$ cat src/rtl/dual_dds_da.sv
// Multi-channel DDS driving parallel DACs: phase accumulators, external waveform ROM,
// per-channel mode select, amplitude scaling and a fixed 4-cycle output pipeline.
module dual_dds_da #(
   parameter int CH_NUM  = 2,
   parameter int DATA_W  = 10,
   parameter int ADDR_W  = 10,
   parameter int PHASE_W = 32
) (
   input  logic                     sys_clk,
   input  logic                     sys_rst_n,
   input  logic                     cfg_wr,
   input  logic [1:0]               cfg_ch,
   input  logic [1:0]               cfg_sel,
   input  logic [PHASE_W-1:0]       cfg_data,
   input  logic                     cfg_update,
   input  logic                     start,
   input  logic                     stop,
   output logic [CH_NUM*ADDR_W-1:0] rom_addr,
   input  logic [CH_NUM*DATA_W-1:0] rom_data,
   output logic                     da_clk,
   output logic [CH_NUM*DATA_W-1:0] da_data,
   output logic                     running
);

   localparam int SW = DATA_W + 12;
   localparam logic [DATA_W-1:0]    MID   = {1'b1, {(DATA_W-1){1'b0}}};
   localparam logic signed [SW-1:0] MID_S = SW'({1'b0, MID});
   localparam logic signed [SW-1:0] MAX_S = SW'({1'b0, {DATA_W{1'b1}}});

   typedef enum logic [1:0] {IDLE, ARM, RUN} state_t;

   state_t state, state_nx;

   logic [PHASE_W-1:0] ftw_sh   [CH_NUM];
   logic [PHASE_W-1:0] ftw_act  [CH_NUM];
   logic [PHASE_W-1:0] ftw_nx   [CH_NUM];
   logic [ADDR_W-1:0]  poff_sh  [CH_NUM];
   logic [ADDR_W-1:0]  poff_act [CH_NUM];
   logic [ADDR_W-1:0]  poff_nx  [CH_NUM];
   logic [7:0]         amp_sh   [CH_NUM];
   logic [7:0]         amp_act  [CH_NUM];
   logic [7:0]         amp_nx   [CH_NUM];
   logic [1:0]         mode_sh  [CH_NUM];
   logic [1:0]         mode_act [CH_NUM];
   logic [1:0]         mode_nx  [CH_NUM];

   logic [PHASE_W-1:0]    acc       [CH_NUM];
   logic [ADDR_W-1:0]     addr_p1   [CH_NUM];
   logic [ADDR_W-1:0]     addr_p2   [CH_NUM];
   logic signed [SW-1:0]  scaled_p3 [CH_NUM];
   logic [DATA_W-1:0]     out_p4    [CH_NUM];
   logic                  vld_p1, vld_p2;

   function automatic logic [DATA_W-1:0] pick_raw(input logic [1:0] mode,
                                                  input logic [DATA_W-1:0] rom,
                                                  input logic [ADDR_W-1:0] addr);
      logic [ADDR_W+DATA_W-1:0] ext;
      ext = {addr, {DATA_W{1'b0}}};
      case (mode)
         2'd0:    pick_raw = rom;
         2'd1:    pick_raw = ext[ADDR_W+DATA_W-1 -: DATA_W];
         2'd2:    pick_raw = addr[ADDR_W-1] ? '0 : '1;
         default: pick_raw = MID;
      endcase
   endfunction

   function automatic logic signed [SW-1:0] scale(input logic [DATA_W-1:0] raw,
                                                  input logic [7:0] amp);
      logic signed [DATA_W+1:0] diff;
      logic signed [8:0]        gain;
      logic signed [SW-1:0]     prod;
      diff  = $signed({2'b00, raw}) - $signed({2'b00, MID});
      gain  = (amp > 8'd128) ? 9'sd128 : $signed({1'b0, amp});
      prod  = SW'(diff) * SW'(gain);
      scale = MID_S + (prod >>> 7);
   endfunction

   function automatic logic [DATA_W-1:0] clamp(input logic signed [SW-1:0] v);
      if (v < 0)          clamp = '0;
      else if (v > MAX_S) clamp = '1;
      else                clamp = v[DATA_W-1:0];
   endfunction

   always_ff @(posedge sys_clk or negedge sys_rst_n) begin
      if (!sys_rst_n) state <= IDLE;
      else            state <= state_nx;
   end

   // stop has priority everywhere; start from RUN re-arms for a phase resync
   always_comb begin
      state_nx = state;
      case (state)
         IDLE:    if (!stop && start) state_nx = ARM;
         ARM:     state_nx = stop ? IDLE : RUN;
         RUN:     if (stop) state_nx = IDLE; else if (start) state_nx = ARM;
         default: state_nx = IDLE;
      endcase
   end

   // Shadow next-value includes a same-cycle write so cfg_update copies it too
   always_comb begin
      for (int c = 0; c < CH_NUM; c++) begin
         ftw_nx[c]  = ftw_sh[c];
         poff_nx[c] = poff_sh[c];
         amp_nx[c]  = amp_sh[c];
         mode_nx[c] = mode_sh[c];
         if (cfg_wr && cfg_ch == 2'(c)) begin
            case (cfg_sel)
               2'd0:    ftw_nx[c]  = cfg_data;
               2'd1:    poff_nx[c] = cfg_data[ADDR_W-1:0];
               2'd2:    amp_nx[c]  = cfg_data[7:0];
               default: mode_nx[c] = cfg_data[1:0];
            endcase
         end
      end
   end

   always_ff @(posedge sys_clk or negedge sys_rst_n) begin
      if (!sys_rst_n) begin
         for (int c = 0; c < CH_NUM; c++) begin
            ftw_sh[c]  <= '0;  ftw_act[c]  <= '0;
            poff_sh[c] <= '0;  poff_act[c] <= '0;
            amp_sh[c]  <= 8'd128; amp_act[c] <= 8'd128;
            mode_sh[c] <= '0;  mode_act[c] <= '0;
         end
      end else begin
         for (int c = 0; c < CH_NUM; c++) begin
            ftw_sh[c]  <= ftw_nx[c];
            poff_sh[c] <= poff_nx[c];
            amp_sh[c]  <= amp_nx[c];
            mode_sh[c] <= mode_nx[c];
            if (cfg_update) begin
               ftw_act[c]  <= ftw_nx[c];
               poff_act[c] <= poff_nx[c];
               amp_act[c]  <= amp_nx[c];
               mode_act[c] <= mode_nx[c];
            end
         end
      end
   end

   always_ff @(posedge sys_clk or negedge sys_rst_n) begin
      if (!sys_rst_n) begin
         vld_p1 <= 1'b0;
         vld_p2 <= 1'b0;
         for (int c = 0; c < CH_NUM; c++) begin
            acc[c]       <= '0;
            addr_p1[c]   <= '0;
            addr_p2[c]   <= '0;
            scaled_p3[c] <= MID_S;
            out_p4[c]    <= MID;
         end
      end else begin
         // p1: ROM address; outside RUN it parks on the phase offset
         vld_p1 <= (state == RUN);
         vld_p2 <= vld_p1;
         for (int c = 0; c < CH_NUM; c++) begin
            if (state == ARM)      acc[c] <= '0;
            else if (state == RUN) acc[c] <= acc[c] + ftw_act[c];
            addr_p1[c] <= (state == RUN) ? acc[c][PHASE_W-1 -: ADDR_W] + poff_act[c]
                                         : poff_act[c];
            // p2: address delayed to line up with the synchronous ROM output
            addr_p2[c] <= addr_p1[c];
            // p3: waveform select and amplitude scaling
            scaled_p3[c] <= vld_p2 ? scale(pick_raw(mode_act[c], rom_data[c*DATA_W +: DATA_W],
                                                    addr_p2[c]), amp_act[c])
                                   : MID_S;
            // p4: clamped DAC sample
            out_p4[c] <= clamp(scaled_p3[c]);
         end
      end
   end

   for (genvar g = 0; g < CH_NUM; g++) begin : g_ch
      assign rom_addr[g*ADDR_W +: ADDR_W] = addr_p1[g];
      assign da_data[g*DATA_W +: DATA_W]  = out_p4[g];
   end

   assign da_clk  = ~sys_clk;
   assign running = (state == RUN);

endmodule
$ cat config.mk
export PLATFORM = sky130hd
export DESIGN_NAME = dual_dds_da
export DESIGN_NICKNAME = d
export VERILOG_FILES = /design/src/rtl/dual_dds_da.sv
export SDC_FILE = /design/constraint.sdc
export NUM_CORES = 1
export LEC_CHECK = 0
export CORE_AREA = 2 2 261 263
export DETAILED_ROUTE_END_ITERATION = 12
export DIE_AREA = 0 0 263 265
export GPL_TIMING_DRIVEN = 0
export PLACE_DENSITY_LB_ADDON = 0.05
export SLEW_MARGIN = 10
export SYNTH_ARGS = -nofsm -noshare
export SYNTH_HDL_FRONTEND = slang
export SYNTH_SLANG_ARGS = --single-unit
$ cat constraint.sdc
create_clock -name sys_clk -period 12.75 [get_ports sys_clk]
set_clock_uncertainty 0.05 [all_clocks]
set_input_delay 1.9125 -clock sys_clk [delete_from_list [all_inputs] [get_ports sys_clk]]
set_output_delay 1.9125 -clock sys_clk [all_outputs]
set_load 0.01 [all_outputs]
* After elaboration in Yosys (flattened, before gate mapping)
Index checks and enable logic that the tools add are counted.
W data, S select, Z words.
** Word-level totals
- Word-level logic and storage cells :: 108
- Flip-flop bits (word level) :: 380
- Input port bits :: 62
- Output and inout bits :: 42
** Operators by class
- Reduce and logical (&&, ||, !) cells :: 12
- $lt $le $gt $ge :: 6
- Bitwise gates (word level) :: 1
- Equal/unequal tests :: 11
- $add $sub $neg :: 8
- $mul :: 2
- Muxes and demuxes :: 39
** Operator list (number)
- $mux W32 :: 8
- $mux W10 :: 12
- $add A32 B32 Y32 :: 2
- $pmux W10 S3 :: 2
- $mux W8 :: 6
- $gt A22 B11 Y1 const B :: 2
- $lt A22 B1 Y1 const B :: 2
- $mux W22 :: 2
- $mul A11 B9 Y20 :: 2
- $add A11 B13 Y14 const A :: 2
- $sub A10 B10 Y11 const B :: 2
- $add A10 B10 Y10 :: 2
- $gt A8 B8 Y1 const B :: 2
- $mux W2 :: 8
- $eq A2 B1 Y1 const B :: 5
- $logic_not A2 Y1 :: 5
- $eq A2 B2 Y1 const B :: 4
- $pmux W2 S3 :: 1
- $logic_and A1 B1 Y1 :: 3
- $ne A3 B3 Y1 const B :: 1
- $reduce_or A3 Y1 :: 1
- $ne A2 B2 Y1 const B :: 1
- $reduce_and A2 Y1 :: 1
- $reduce_bool A2 Y1 :: 1
- 2 further kinds :: 2

* Depth between registers and ports, before layout
- Depth in word-level cells :: 6
- Gate-level depth with buffers :: 27
- Mapped depth without buffers :: 25

==> metrics <==
width of the die 263 microns; outcome completed; core area 66800 sq um; TritonCTS Buffers 45; Seq/Total Area, Yosys 0.392; Via Count 15700; num rows 95; GRT Resource Usage Total 0.177; Power Density 315 nW/um^2; hold buffer count at cts 0; library cells used by synthesis 81; Avg WL per Cell 18.6 microns; Via density 4.85; hold path startpoint vld_p1; crit path capture type output pin; Slew Limit Fails 0; gr ovfl total 0; Slew headroom 0.381; global-route wire length before repair 96.5 mm; IO buf count 102; Syn Inst Count 2170; Clock transition at path regs 50 ps; fraction of layout cells with a size suffix above 1 0.140; R2R setup slack 5900 ps; leakage 12.8 nW; RR Startpoint mode_act[0]; WP data arrival 7520 ps; Peak VDD IR 0.000228 V; Starting Density 0.349; I/O Pins 104; post_cts resized 0; required time worst endpoint 10790 ps; H-tree levels 2; ANT nets after route 0; DRC Markers 0; final net count 2680; Critical R2R Capture scaled_p3[20]; flops & latches, synth 364; Synth Net Count 2526; EDFF count, synth 0; die area 69700 sq um; TritonRoute pass-1 iters 5; final core occ 0.406; Final setup violation count 0; Detailed Place HPWL 46.9 mm; Placed Area 25500 sq um; CP max FO 12; routability cong. 0.836; mean post-synth cell area 10.7 sq um; DR iter-0 viols 634; RSZ-0062 raised after global routing false; Pwr Total 8.56 mW; worst slew pin tran 905 ps; Post-Layout Inst Area 27100 sq um; die height 265 microns; hold path endpoint vld_p2; area grow syn2layout 16.5%; vias in the first global route 16800; Root Driver clkbuf_16; postcts setup bufs 0; largest buffer count on any clock path 3; path type of the worst min-delay path register to register; asr flop ratio synth 1.00; drt total wl 60.2 mm; Hold Vio Cnt, Final 0; largest net degree at the start of global routing 104; CP Class clock port to output pin; Top FF cell, synth dfrtp_1; YS warnings 0; maxcap violations 0; Mapped Area 23300 sq um; reg2reg path depth 24; Ant. Diodes 0; CP Launch Type clock port; Fill cells 6490; clk_lat worst skew 600 ps; initial antenna violation count 2; CTS tree yes; hold path depth 0
==> synthesized netlist by cell type, types with 6 or more instances <==
master,n,area [sq um]
nor2b_1,33,206
buf_1,16,60.1
nand2b_1,23,144
xor2_1,35,307
and3_1,8,50.1
clkbuf_1,43,161
a211oi_1,10,75.1
dfrtp_1,356,8910
o21bai_1,10,75.1
a21o_1,49,368
nand3_1,13,65.1
o21a_1,11,82.6
nand2_1,118,443
dfstp_2,8,210
nor2_1,175,657
fa_1,138,2760
inv_1,284,1070
or3_1,10,62.6
a21oi_1,91,455
mux2i_1,14,140
ha_1,156,1950
and2_1,41,257
o22ai_1,50,313
a31o_2,7,61.3
nand3b_1,6,45.0
xnor2_1,55,482
nor3_1,19,95.1
o21ai_0,57,285
mux2_2,219,2470
o211ai_1,6,45.0
==> registers in the layout, indices dropped and copies added (netlist names) <==
signal	cells
acc	64
ftw_act	64
ftw_sh	64
scaled_p3	28
addr_p2	20
da_data	20
poff_act	20
poff_sh	20
rom_addr	20
amp_act	16
amp_sh	16
mode_act	4
mode_sh	4
state	2
vld_p1	1
vld_p2	1
==> worst max path at each step <==
| stage | to | from | cells past startpoint |
|---|---|---|---|
| 3_3_place_gp | ftw_act[24] | sys_rst_n | 1 |
| 5_1_grt | da_clk | sys_clk | 5 |
| 2_1_floorplan | da_clk | sys_clk | 1 |
| 6_report | da_clk | sys_clk | 5 |
| 3_5_place_dp | da_clk | sys_clk | 2 |
| 4_1_cts | da_clk | sys_clk | 5 |
==> routing by layer <==
layer / GRT usage / vias to the layer above / part of all wire
met4: 0.0468 / 0 / 0.021
met5: 0 / - / 0
met3: 0.0246 / 75 / 0.033
met1: 0.227 / 7771 / 0.45
li1: - / 7595 / -
met2: 0.314 / 232 / 0.50
==> worst max-delay path: stages <==
cell,delay (ps)
clkbuf_16,160
clkbuf_16,220
clkbuf_16,180
inv_1,50
clkdlybuf4s50_1,520
==> final cells by class <==
type	instances	area [sq um]	area share
clock inverters	17	352	0.0130
inverters	286	1070	0.0396
plain buffers	64	262	0.00964
clock buffers	64	1270	0.0469
flip-flops and latches	364	9120	0.336
repair buffers	106	1130	0.0416
well taps	873	1090	0.0403
multi-input cells	1455	12800	0.473
==> placed cells by master, fill, tap and decap left out, types with 9 or more instances in the layout <==
| master | instances |
|---|---|
| a21oi_1 | 91 |
| o22ai_1 | 50 |
| a211oi_1 | 10 |
| o21bai_1 | 10 |
| xor2_1 | 35 |
| buf_1 | 17 |
| nor2_1 | 175 |
| nand3_1 | 13 |
| o21a_1 | 11 |
| fa_1 | 138 |
| dfrtp_1 | 356 |
| a21o_1 | 49 |
| nor3_1 | 19 |
| and2_1 | 41 |
| xnor2_1 | 55 |
| o21ai_0 | 57 |
| nand2b_1 | 23 |
| clkbuf_16 | 45 |
| inv_1 | 284 |
| mux2i_1 | 14 |
| or3_1 | 10 |
| mux2_2 | 219 |
| bufinv_16 | 9 |
| clkbuf_1 | 54 |
| clkdlybuf4s50_1 | 101 |
| ha_1 | 156 |
| nand2_1 | 118 |
| nor2b_1 | 33 |
==> logic make-up after synthesis <==
| group | synth area share |
|---|---|
| multiplexers | 0.112 |
| flip-flops | 0.392 |
| AND/OR/NAND/NOR | 0.0966 |
| buffers and inverters | 0.0575 |
| XOR/XNOR | 0.0358 |
| AO/OA/AOI/OAI | 0.104 |
| adder cells (fa/ha/maj) | 0.203 |
==> power breakdown <==
| group | internal (mW) | leakage, nW | switching, mW |
|---|---|---|---|
| sequential | 1.53 | 4.55 | 0.222 |
| combinational | 2.39 | 7.50 | 3.02 |
| clock | 0.880 | 0.789 | 0.521 |
==> per-stage QoR <==
step	hold slack, ps	cells	TNS (ps)	setup slack (ps)
after global routing	315	3229	0	3230
after global placement	287	3145	-2466130	-6960
after floorplan	281	2170	0	4340
after detailed placement	291	3150	0	3870
after CTS	304	3229	0	3230
final	304	3229	0	3270
Note: power is estimated with default switching activity, not from simulation.
